==> src/rtl/hex_scan_ctrl.sv <==
// rtl/hex_scan_ctrl.sv - 4-digit 7-segment scan scheduler with blanking gaps and frame-aligned shadow data
module hex_scan_ctrl #(
  parameter int SLOT_CYCLES  = 50000,
  parameter int BLANK_CYCLES = 2500
) (
  input  logic        i_clk,
  input  logic        i_rst,
  input  logic        i_enable,
  input  logic [15:0] i_value,
  input  logic [3:0]  i_dp,
  input  logic        i_blank_lz,
  input  logic        i_load,
  output logic        o_load_ack,
  output logic [3:0]  o_hex_en,
  output logic [7:0]  o_hex_led,
  output logic        o_frame_start
);

  localparam int MAX_CYCLES = (SLOT_CYCLES > BLANK_CYCLES) ? SLOT_CYCLES : BLANK_CYCLES;
  localparam int CW = (MAX_CYCLES > 1) ? $clog2(MAX_CYCLES) : 1;
  localparam logic [CW-1:0] SLOT_LAST  = CW'(SLOT_CYCLES - 1);
  localparam logic [CW-1:0] BLANK_LAST = CW'(BLANK_CYCLES - 1);

  localparam logic [1:0] ST_IDLE  = 2'd0;
  localparam logic [1:0] ST_BLANK = 2'd1;
  localparam logic [1:0] ST_ON    = 2'd2;

  logic [1:0]    r_state;
  logic [1:0]    r_digit;
  logic [CW-1:0] r_cnt;
  logic [15:0]   r_sh_value;
  logic [3:0]    r_sh_dp;
  logic          r_sh_lz;

  logic [1:0]    w_state;
  logic [1:0]    w_digit;
  logic [CW-1:0] w_cnt;
  logic          w_frame_start;
  logic          w_capture;
  logic [3:0]    w_nibble;
  logic [6:0]    w_seg;
  logic          w_lz_blank;
  logic [3:0]    w_hex_en;
  logic [7:0]    w_hex_led;

  always_comb begin
    w_state = ST_IDLE;
    w_digit = 2'd0;
    w_cnt   = '0;
    if (i_enable) begin
      case (r_state)
        ST_IDLE: begin
          w_state = ST_BLANK;
        end
        ST_BLANK: begin
          w_digit = r_digit;
          if (r_cnt == BLANK_LAST) begin
            w_state = ST_ON;
          end else begin
            w_state = ST_BLANK;
            w_cnt   = r_cnt + CW'(1);
          end
        end
        ST_ON: begin
          if (r_cnt == SLOT_LAST) begin
            w_state = ST_BLANK;
            w_digit = r_digit + 2'd1;
          end else begin
            w_state = ST_ON;
            w_digit = r_digit;
            w_cnt   = r_cnt + CW'(1);
          end
        end
        default: w_state = ST_IDLE;
      endcase
    end
  end

  // Outputs are registered from the next state, so decisions here use w_*.
  assign w_frame_start = (w_state == ST_BLANK) && (w_digit == 2'd0) && (w_cnt == '0);
  assign w_capture     = i_load && ((w_state == ST_IDLE) || w_frame_start);

  assign w_nibble = r_sh_value[{w_digit, 2'b00} +: 4];

  always_comb begin
    w_seg = 7'h00;
    case (w_nibble)
      4'h0: w_seg = 7'h3F;
      4'h1: w_seg = 7'h06;
      4'h2: w_seg = 7'h5B;
      4'h3: w_seg = 7'h4F;
      4'h4: w_seg = 7'h66;
      4'h5: w_seg = 7'h6D;
      4'h6: w_seg = 7'h7D;
      4'h7: w_seg = 7'h07;
      4'h8: w_seg = 7'h7F;
      4'h9: w_seg = 7'h6F;
      4'hA: w_seg = 7'h77;
      4'hB: w_seg = 7'h7C;
      4'hC: w_seg = 7'h39;
      4'hD: w_seg = 7'h5E;
      4'hE: w_seg = 7'h79;
      4'hF: w_seg = 7'h71;
      default: w_seg = 7'h00;
    endcase
  end

  always_comb begin
    w_lz_blank = 1'b0;
    case (w_digit)
      2'd1: w_lz_blank = r_sh_lz && (r_sh_value[15:4] == 12'h000);
      2'd2: w_lz_blank = r_sh_lz && (r_sh_value[15:8] == 8'h00);
      2'd3: w_lz_blank = r_sh_lz && (r_sh_value[15:12] == 4'h0);
      default: w_lz_blank = 1'b0;
    endcase
  end

  always_comb begin
    w_hex_en  = 4'b0000;
    w_hex_led = 8'h00;
    if ((w_state == ST_ON) && !w_lz_blank) begin
      w_hex_en  = 4'b0001 << w_digit;
      w_hex_led = {r_sh_dp[w_digit], w_seg};
    end
  end

  always_ff @(posedge i_clk or posedge i_rst) begin
    if (i_rst) begin
      r_state       <= ST_IDLE;
      r_digit       <= 2'd0;
      r_cnt         <= '0;
      r_sh_value    <= 16'h0000;
      r_sh_dp       <= 4'h0;
      r_sh_lz       <= 1'b0;
      o_load_ack    <= 1'b0;
      o_hex_en      <= 4'b0000;
      o_hex_led     <= 8'h00;
      o_frame_start <= 1'b0;
    end else begin
      r_state       <= w_state;
      r_digit       <= w_digit;
      r_cnt         <= w_cnt;
      o_load_ack    <= w_capture;
      o_hex_en      <= w_hex_en;
      o_hex_led     <= w_hex_led;
      o_frame_start <= w_frame_start;
      if (w_capture) begin
        r_sh_value <= i_value;
        r_sh_dp    <= i_dp;
        r_sh_lz    <= i_blank_lz;
      end
    end
  end

endmodule

==> config.mk <==
export PLATFORM = sky130hd
export DESIGN_NAME = hex_scan_ctrl
export DESIGN_NICKNAME = d
export VERILOG_FILES = /design/src/rtl/hex_scan_ctrl.sv
export SDC_FILE = /design/constraint.sdc
export NUM_CORES = 1
export LEC_CHECK = 0
export BUFFER_PORTS_ARGS = -buffer_cell sky130_fd_sc_hd__buf_4
export CAP_MARGIN = 20
export CORE_MARGIN = 8
export CORE_UTILIZATION = 55
export CTS_BUF_LIST = sky130_fd_sc_hd__clkbuf_8 sky130_fd_sc_hd__clkbuf_16
export CTS_CLUSTER_SIZE = 28
export DETAILED_ROUTE_END_ITERATION = 8
export PLACE_DENSITY_LB_ADDON = 0.1
export SETUP_SLACK_MARGIN = 0.02
export SYNTH_ARGS = -nofsm -noshare
export SYNTH_HDL_FRONTEND = slang
export SYNTH_SLANG_ARGS = --single-unit
export TNS_END_PERCENT = 30
==> constraint.sdc <==
create_clock -name i_clk -period 5.6 [get_ports i_clk]
set_input_delay 1.12 -clock i_clk [delete_from_list [all_inputs] [get_ports i_clk]]
set_output_delay 1.12 -clock i_clk [all_outputs]
set_load 0.005 [all_outputs]
==> metrics.txt, run 1 <==
startpoint type of the worst setup path=flop; Post-synth ARST share=100%; Final min period=4.50 ns; GRT Util Overall=17.3%; post-route setup TNS=0 ns; number of setup violations in the final report=0; Detailed Place HPWL=5040 um; Max Clock Freq=222 MHz; Layout Nets=378; Hold Violations, Final=0; largest net degree at the start of global routing=56; Post-synth EDFFs=0; Max Slew Vio Count=0; Hold Path Class=reg -> reg; ant diodes=0; Final period util=80.4%; LEAKAGE=0.00151 uW; Critical Path End=o_hex_led[0]$_DFF_PP0_; R2R Setup Slk=1.10 ns; Die W=90.8 um; max cap viols=0; vias in the first global route=2372; DR WL/cell=16.6 um; Setup CP Type=reg -> reg; ys flop type=dfrtp_1; worst hold path startpoint=r_cnt[0]$_DFF_PP0_; Synthesized Nets=339; final wirelength=6900 um; cell count after synthesis=303; PostCTS Resize Cnt=0; Critical Path AT=4.74 ns; leading area contributor after synthesis=dfrtp_1; Netlist cell types=56; synthesis warning total=0; Hold Path Depth=1; non-filler cells, final=415; DR DRC count=0; Reg-to-Reg Start=r_cnt[12]$_DFF_PP0_; slew margin rel.=37.2%; CTS Sinks=55; worst slew pin tran=0.942 ns; status=finished clean; Die ar.=8240 um2; Worst setup EP type=flop; unrepaired setup endpoints after global routing=false; PortBufs=38; Synth-to-Final Area Change=15.3%; die height=90.8 um; hold buffer count at CTS=0; #FFs+latches synth=55; Crit path required time=5.84 ns; Worst R2R Path Depth=11; Yosys top cell area share=44.8%; Setup Skew=0.0153 ns; first-pass GRT wire length=11900 um; IO Pins=39; Initial Util=56.5%; worst reg2reg path endpoint=o_hex_led[0]$_DFF_PP0_; post-synthesis cell area=3080 um2; RePlAce Congestion=0.913; drt initial violations=187; Cell Area, Placed=3430 um2; CTS root buffer=clkbuf_8; PD cells=217 nW/um2; Worst Path Max Fanout=7; Vias per Instance=5.89; setup bufs post-CTS=0; crit path from=r_cnt[12]$_DFF_PP0_; CTS H-tree depth=2; DRT Pass-1 Iters=5; Syn Area/Cell=10.1 um2; CTS clk-pin slew, worst paths=0.10 ns; Layout Utilization=65.2%; Inst Count DP=406; gr ovfl total=0; CTS tree=yes; Design Area, Final=3550 um2; core area=5440 um2; synth top area cells=dfrtp_1 (45%), mux2_2 (8.8%), nor2_1 (4.6%); standard-cell rows=27; share of cells above drive strength 1=24.8%; Clock Latency Late Sink=0.32 ns; Final ANT Viol Nets=0; Vias=2446; Max IR drop VDD=0.177 mV; initial antenna violation count=0; Worst Hold Margin=0.487 ns; Num CTS Buffers=5; post-synthesis sequential area ratio=44.8%; Clock Path Buffers=2
## worst max-delay path, stage by stage, from the launching register on
cell and delay [ns]:
dfrtp_1 0.46, or4_4 0.59, or4_4 0.55, a211oi_4 0.35
nor2_2 0.10, mux2_4 0.31, a222oi_1 0.81, inv_1 0.20
ha_1 0.30, or4b_1 0.52, o31a_1 0.12, a21oi_1 0.12
## layer usage
layer / GRT usage [%] / wire (um) / vias up / part of all wire, %
met2: 24.7 / 3060 / 79 / 44
li1: - / - / 1173 / -
met3: 5.32 / 473 / 8 / 6.9
met4: 4.77 / 83 / 0 / 1.2
met1: 24.4 / 3280 / 1186 / 48
met5: 0 / 0 / - / 0
## cell usage after synthesis, types with 2 or more instances
cell,n
dfrtp_1,55
nor2_1,38
mux2_2,24
inv_1,14
nor3_1,14
nand2_1,13
ha_1,11
o21ai_0,10
nand3_1,9
a21oi_1,8
xnor2_1,8
clkbuf_1,7
xor2_1,7
a211oi_1,6
nor4_1,6
and2_1,5
mux2i_1,5
and3_1,4
o21a_1,4
a222oi_1,3
buf_2,3
nand2b_1,3
nor2b_1,3
a22o_1,2
and4b_1,2
nand4_1,2
nand4b_1,2
nor2_2,2
nor3b_1,2
nor4b_1,2
o2111ai_1,2
o211ai_1,2
or4_4,2
## per-stage QoR
stage / setup slack (ns) / power, uW
finish: 1.10 / 769
global route: 0.818 / 803
CTS: 1.14 / 774
detailed placement: 1.17 / 544
global placement: 1.37 / 541
floorplan: 1.57 / 505
## where the power goes
part / total [uW] / internal, uW / switching (uW)
clock: 233 / 92.1 / 141
sequential: 432 / 416 / 15.6
combinational: 105 / 53.2 / 51.8
## state kept, by name (all words and copies together), names as in the netlist
| register | count |
|---|---|
| o_load_ack | 1 |
| r_sh_lz | 1 |
| o_hex_led | 8 |
| o_hex_en | 4 |
| r_cnt | 16 |
| r_state | 2 |
| r_sh_dp | 4 |
| o_frame_start | 1 |
| r_sh_value | 16 |
| r_digit | 2 |
## worst min path at each step
stage                               to  slack (ns)
floorplan           r_cnt[0]$_DFF_PP0_        0.45
global placement    r_cnt[0]$_DFF_PP0_        0.46
detailed placement  r_cnt[0]$_DFF_PP0_        0.48
CTS                 r_cnt[0]$_DFF_PP0_        0.49
global route        r_cnt[0]$_DFF_PP0_        0.53
finish              r_cnt[0]$_DFF_PP0_        0.49
## cell type report
cell class	instances	area (um2)
clock buffer	5	68.8
clock inverter	3	27.5
fill	462	1890
inverter	14	52.6
multi-input combinational	224	1610
sequential	55	1380
tap	72	90.1
timing repair buffer	42	323
## cells in the final DEF (no fill, tap or decap), drive strengths merged, types with 2 or more instances in the layout
master,netlist,final
a22o,2,2
a211oi,7,7
ha,11,11
or4,2,2
nand4b,2,2
nand2,13,13
and3,4,4
a222oi,3,3
mux2i,5,5
o211ai,2,2
xor2,7,7
nand3,9,9
o2111ai,2,2
xnor2,8,8
mux2,25,25
or4b,2,2
nor2,40,40
o21a,4,4
nor4,7,7
and4b,2,2
dfrtp,55,55
nor2b,3,3
nor3b,2,2
nor4b,2,2
clkbuf,7,5
nand2b,3,3
nor3,14,14
o21ai,11,11
and2,5,5
inv,14,15
a21oi,8,8
buf,3,42
nand4,2,2
## kinds of logic after synthesis
family,share of synthesized area (%)
adders and majority gates,4.48
xor gates and xnor gates,4.27
DFF,44.8
AOI/OAI and AO/OA,12.0
and+or+nand+nor,20.5
muxes,10.9
buffers and inverters,3.05
Note: power is estimated with default switching activity, not from simulation.
==> run 2, diff against run 1 <==
==> constraint.sdc (replaced) <==
create_clock -name i_clk -period 4.5 [get_ports i_clk]
set_input_delay 0.9 -clock i_clk [delete_from_list [all_inputs] [get_ports i_clk]]
set_output_delay 0.9 -clock i_clk [all_outputs]
set_load 0.005 [all_outputs]
==> run 2 against run 1 <==
  * Cell count is 0.72% higher
  * Die area unchanged
  * Worst hold slack better by 0.0081 ns
  * First-iteration DRC count increased by 35%
  * Clock power up 17%
  * Total power grew 22%
  * Core utilization grew 0.11 points
  * Critical path type unchanged
  * Largest power group unchanged
==> metrics.txt, run 2 (synthesized netlist as in run 1, its figures left out) <==
status=finished clean; Crit path required time=4.73 ns; CTS H-tree depth=2; commonest cells after routing, fill and taps aside=dfrtp_1 (55), buf_4 (45), nor2_1 (37); Max Slew Vio Count=0; Most common cell on crit path=or4_4; gr ovfl total=0; Critical-path top delay cell=or4_4; Int Pwr=694 uW; Num CTS Buffers=5; Cell Area, Placed=3460 um2; unrepaired setup endpoints after global routing=false; CTS root buffer=clkbuf_8; Hold Violations, Final=0; Fill cells=458; R2R Setup Slk=0.53 ns; PortBufs=38; Bufs and invs on worst path=1; LEAKAGE=0.00153 uW; Worst setup EP type=flop; post-route setup TNS=0 ns; Detailed Place HPWL=5120 um; area of the multi-input gates=1610 um2; Max Clock Freq=252 MHz; Final period util=88.3%; standard-cell rows=27; RePlAce Congestion=0.908; Layout Nets=381; Critical Path AT=4.21 ns; slowest stage delay, CP=0.59 ns; Vias per Instance=5.82; worst slew pin tran=0.827 ns; DRT Pass-1 Iters=5; worst hold path startpoint=r_cnt[0]$_DFF_PP0_; Worst Path Max Fanout=7; commonest non-fill, non-tap cell in the layout=dfrtp_1; GRT Util Overall=17.3%; largest net degree at the start of global routing=34; first-pass GRT wire length=11900 um; DR WL/cell=16.3 um; CTS tree=yes; Max IR drop VDD=0.222 mV; Final min period=3.97 ns; startpoint type of the worst setup path=flop; Die W=90.8 um; Hold Path Class=reg -> reg; clock power share=29.0%; hold buffer count at CTS=0; share of cells above drive strength 1=25.4%; Top Family by Delay on Critical Path=simple AND/OR/NAND/NOR gates; slew margin rel.=44.6%; worst setup margin=0.527 ns; DR DRC count=0; Seq pwr share=57.2%; die height=90.8 um; CTS Sinks=55; drt initial violations=252; IO Pins=39; Synth-to-Final Area Change=15.5%; Clock Path Buffers=2; Reg-to-Reg Start=r_cnt[12]$_DFF_PP0_; Design Area, Final=3550 um2; final wirelength=6790 um; Vias=2434; Initial Util=56.5%; CTS clk-pin slew, worst paths=0.10 ns; core area=5440 um2; ant diodes=0; max cap viols=0; setup bufs post-CTS=0; PostCTS Resize Cnt=0; crit-path cells=or4_4 -> or4_4 -> a211oi_4 -> nor2_2 -> mux2_4 -> a222oi_1 -> inv_1 -> ha_1 -> or4b_1 -> o31a_1 -> a21oi_1; Clock Latency Late Sink=0.31 ns; Comb pwr share=13.9%; PD cells=265 nW/um2; Die ar.=8240 um2; Setup CP Type=reg -> reg; net switching power=247 uW; DP Worst Slack=0.556 ns; initial antenna violation count=0; register area=1380 um2; Setup Skew=0.00520 ns; Top Registers=r_cnt x16, r_sh_value x16, o_hex_led x8; number of setup violations in the final report=0; Switching Share=26.3%; Final ANT Viol Nets=0; vias in the first global route=2486; crit path from=r_cnt[12]$_DFF_PP0_
[run 2: cell count changes in the layout (fill, tap and decap cells not counted), sizes merged]
cell,delta
buf,+3
clkinv,+1
clkinvlp,-1
[run 2: routing by layer]
metal | vias to the layer above | wire length, um | share of wire, % | global-route usage (%)
li1 | 1182 | - | - | -
met1 | 1155 | 3120 | 46 | 24.0
met2 | 91 | 3000 | 44 | 25.3
met3 | 6 | 611 | 9.0 | 5.24
met4 | 0 | 68 | 1.0 | 4.91
met5 | - | 0 | 0 | 0
[run 2: layout make-up]
class                   count  area share [%]
flip-flops and latches     55            38.7
well taps                  72            2.54
inverters                  14            1.48
clock inverters             3           0.528
repair buffers             45            9.51
multi-input cells         224            45.3
clock buffers               5            1.94
[run 2: worst register-to-register path, cell delays in order, from the launching register on]
cell      delay [ns]
dfrtp_1         0.46
or4_4           0.59
or4_4           0.55
a211oi_4        0.35
nor2_2          0.09
mux2_4          0.31
a222oi_1        0.36
inv_1           0.14
ha_1            0.26
or4b_1          0.53
o31a_1          0.12
a21oi_1         0.13
[run 2: power groups by stage]
stage / combinational (uW) / sequential [uW] / clock, uW
2_1_floorplan: 90.3 / 538 / 0
3_3_place_gp: 129 / 547 / 0
3_5_place_dp: 132 / 547 / 0
4_1_cts: 132 / 537 / 280
5_1_grt: 147 / 541 / 301
6_report: 131 / 538 / 273
[run 2: stage by stage]
step	cells	hold slack, ns	power [uW]	util [%]
floorplan	303	0.447	629	-
global placement	410	0.461	676	63.7
detailed placement	410	0.477	679	63.7
finish	418	0.495	941	65.3
global route	418	0.521	988	65.3
CTS	418	0.491	949	65.3
[run 2: worst paths after layout]
check,to,cells after the start
worst min register to register,r_cnt[0]$_DFF_PP0_,1
max in group asynchronous,r_sh_value[13]$_DFFE_PP0P_,3
worst max register to register,o_hex_led[0]$_DFF_PP0_,11
worst max-delay path,o_hex_led[0]$_DFF_PP0_,11
min in group asynchronous,r_cnt[13]$_DFF_PP0_,2
worst min-delay path,r_cnt[0]$_DFF_PP0_,1
==> run 3, diff against run 2 <==
--- a/config.mk
+++ b/config.mk
@@ -5,6 +5,7 @@
 export SDC_FILE = /design/constraint.sdc
 export NUM_CORES = 1
 export LEC_CHECK = 0
+export ABC_AREA = 1
 export BUFFER_PORTS_ARGS = -buffer_cell sky130_fd_sc_hd__buf_4
 export CAP_MARGIN = 20
 export CORE_MARGIN = 8
==> run 3 against run 2 <==
  * Combinational power grew 21%
  * Highest routed layer unchanged
  * Worst setup slack better by 0.95 ns
  * Cell count grew 33%
  * First-iteration DRC count is 46% lower
  * Critical path type unchanged
  * Core utilization down 2.4 points
==> metrics.txt, run 3 <==
Final min period=3.02 ns; Final ANT Viol Nets=0; Initial Util=55.9%; die height=92.9 um; hold buffer count at CTS=0; worst slew pin tran=0.674 ns; Vias=2807; ant diodes=0; commonest non-fill, non-tap cell in the layout=nand2_1; GRT Util Overall=17.4%; Clock Latency Late Sink=0.31 ns; Top Registers=r_cnt x16, r_sh_value x16, o_hex_led x8; Crit path required time=4.73 ns; post-route setup TNS=0 ns; max cap viols=0; Die W=92.9 um; startpoint type of the worst setup path=flop; vias in the first global route=2716; setup bufs post-CTS=0; CTS root buffer=clkbuf_8; CTS clk-pin slew, worst paths=0.10 ns; Hold Path Class=reg -> reg; cell count after synthesis=444; Max IR drop VDD=0.179 mV; ys flop type=dfrtp_1; Syn Area/Cell=7.33 um2; unrepaired setup endpoints after global routing=false; Synthesized Nets=480; DP Worst Slack=1.38 ns; Hold Violations, Final=0; Yosys top cell area share=42.3%; Max Clock Freq=331 MHz; synthesis warning total=0; slew margin rel.=55.1%; commonest cells after routing, fill and taps aside=nand2_1 (143), nor2_1 (56), dfrtp_1 (55); PD cells=280 nW/um2; standard-cell rows=28; post-synthesis cell area=3250 um2; core area=5820 um2; Final period util=67.2%; worst setup margin=1.48 ns; final wirelength=7100 um; Max Slew Vio Count=0; Vias per Instance=5.07; Netlist cell types=32; Synth top cells by count=nand2_1 (143), nor2_1 (56), dfrtp_1 (55); leading area contributor after synthesis=dfrtp_1; Setup CP Type=reg -> reg; share of cells above drive strength 1=16.5%; Num CTS Buffers=5; Die ar.=8630 um2; Critical Path AT=3.26 ns; Detailed Place HPWL=5390 um; count leader, synth=nand2_1; PostCTS Resize Cnt=0; Clock Path Buffers=2; Worst Path Max Fanout=17; non-filler cells, final=554; Layout Nets=515; DRT Pass-1 Iters=4; synth top area cells=dfrtp_1 (42%), nand2_1 (17%), nor2_1 (6.5%); Setup Skew=0.00669 ns; number of setup violations in the final report=0; Post-synth ARST share=100%; status=finished clean; gr ovfl total=0; CTS H-tree depth=2; DR WL/cell=12.8 um; CTS tree=yes; Worst setup EP type=flop; Synth-to-Final Area Change=12.5%; Post-synth EDFFs=0; #FFs+latches synth=55; first-pass GRT wire length=12400 um; initial antenna violation count=0; LEAKAGE=0.00200 uW; largest net degree at the start of global routing=56; post-synthesis sequential area ratio=42.3%; PortBufs=38; Inst Count DP=547; drt initial violations=137; DR DRC count=0; CTS Sinks=55; IO Pins=39; RePlAce Congestion=0.877
[run 3: report_power, final]
group	internal, uW	switching, uW	leakage [uW]	total, uW
combinational	58.1	99.6	0.00122	158
sequential	522	22.7	0.000727	545
clock	163	160	0.0000502	323
[run 3: layer usage]
layer | share of wire, % | GRT usage, % | vias up | wire [um]
met4 | 1.3 | 4.97 | 0 | 89
met3 | 5.0 | 3.72 | 9 | 355
met1 | 47 | 22.9 | 1280 | 3310
met5 | 0 | 0 | - | 0
li1 | - | - | 1449 | -
met2 | 47 | 27.9 | 69 | 3340
[run 3: path summary, 6_finish.rpt]
kind | slack, ns | start | cells after the start | to
setup / recovery | 1.48 | r_cnt[0]$_DFF_PP0_ | 20 | o_hex_led[3]$_DFF_PP0_
max in group asynchronous | 3.28 | i_rst | 3 | r_digit[1]$_DFF_PP0_
setup reg to reg | 1.48 | r_cnt[0]$_DFF_PP0_ | 20 | o_hex_led[3]$_DFF_PP0_
min in group asynchronous | 0.78 | i_rst | 3 | r_cnt[15]$_DFF_PP0_
hold reg to reg | 0.48 | r_sh_lz$_DFFE_PP0P_ | 2 | r_sh_lz$_DFFE_PP0P_
hold / removal | 0.48 | r_sh_lz$_DFFE_PP0P_ | 2 | r_sh_lz$_DFFE_PP0P_
[run 3: worst max-delay path, stage by stage (launching register included)]
cell and delay [ns]:
dfrtp_1 0.42, ha_1 0.29, nand2_2 0.09, inv_2 0.08, nand2_2 0.08, nor2_4 0.13, nand3_2 0.11, nand2_2 0.15
nand3_4 0.19, inv_2 0.19, nand2_1 0.06, nand2_1 0.06, nand2_1 0.05, nand2_1 0.21, inv_1 0.12, ha_1 0.26
inv_1 0.09, nand3_1 0.10, nand3_1 0.11, nand2_1 0.06, nor2_1 0.11
[run 3: cell families after synthesis]
family / after synthesis / share of synthesized area (%)
AOI/OAI and AO/OA: 24 / 4.96
xor gates and xnor gates: 5 / 1.35
adders and majority gates: 11 / 4.23
buffers and inverters: 69 / 9.38
DFF: 55 / 42.3
and+or+nand+nor: 280 / 37.8
[run 3: area by class of cell]
type / count / area [um2]
tap: 75 / 93.8
inverter: 58 / 218
sequential: 55 / 1380
multi-input combinational: 320 / 1570
clock inverter: 2 / 37.5
timing repair buffer: 39 / 293
clock buffer: 5 / 68.8
fill: 560 / 2160
[run 3: stage by stage]
stage	area [um2]	hold WS, ns	power [uW]	util (%)
finish	3660	0.483	1030	62.9
global route	3660	0.506	1080	62.9
CTS	3660	0.485	1040	62.9
detailed placement	3550	0.460	713	61.1
global placement	3550	0.459	709	61.1
floorplan	3250	0.442	667	-
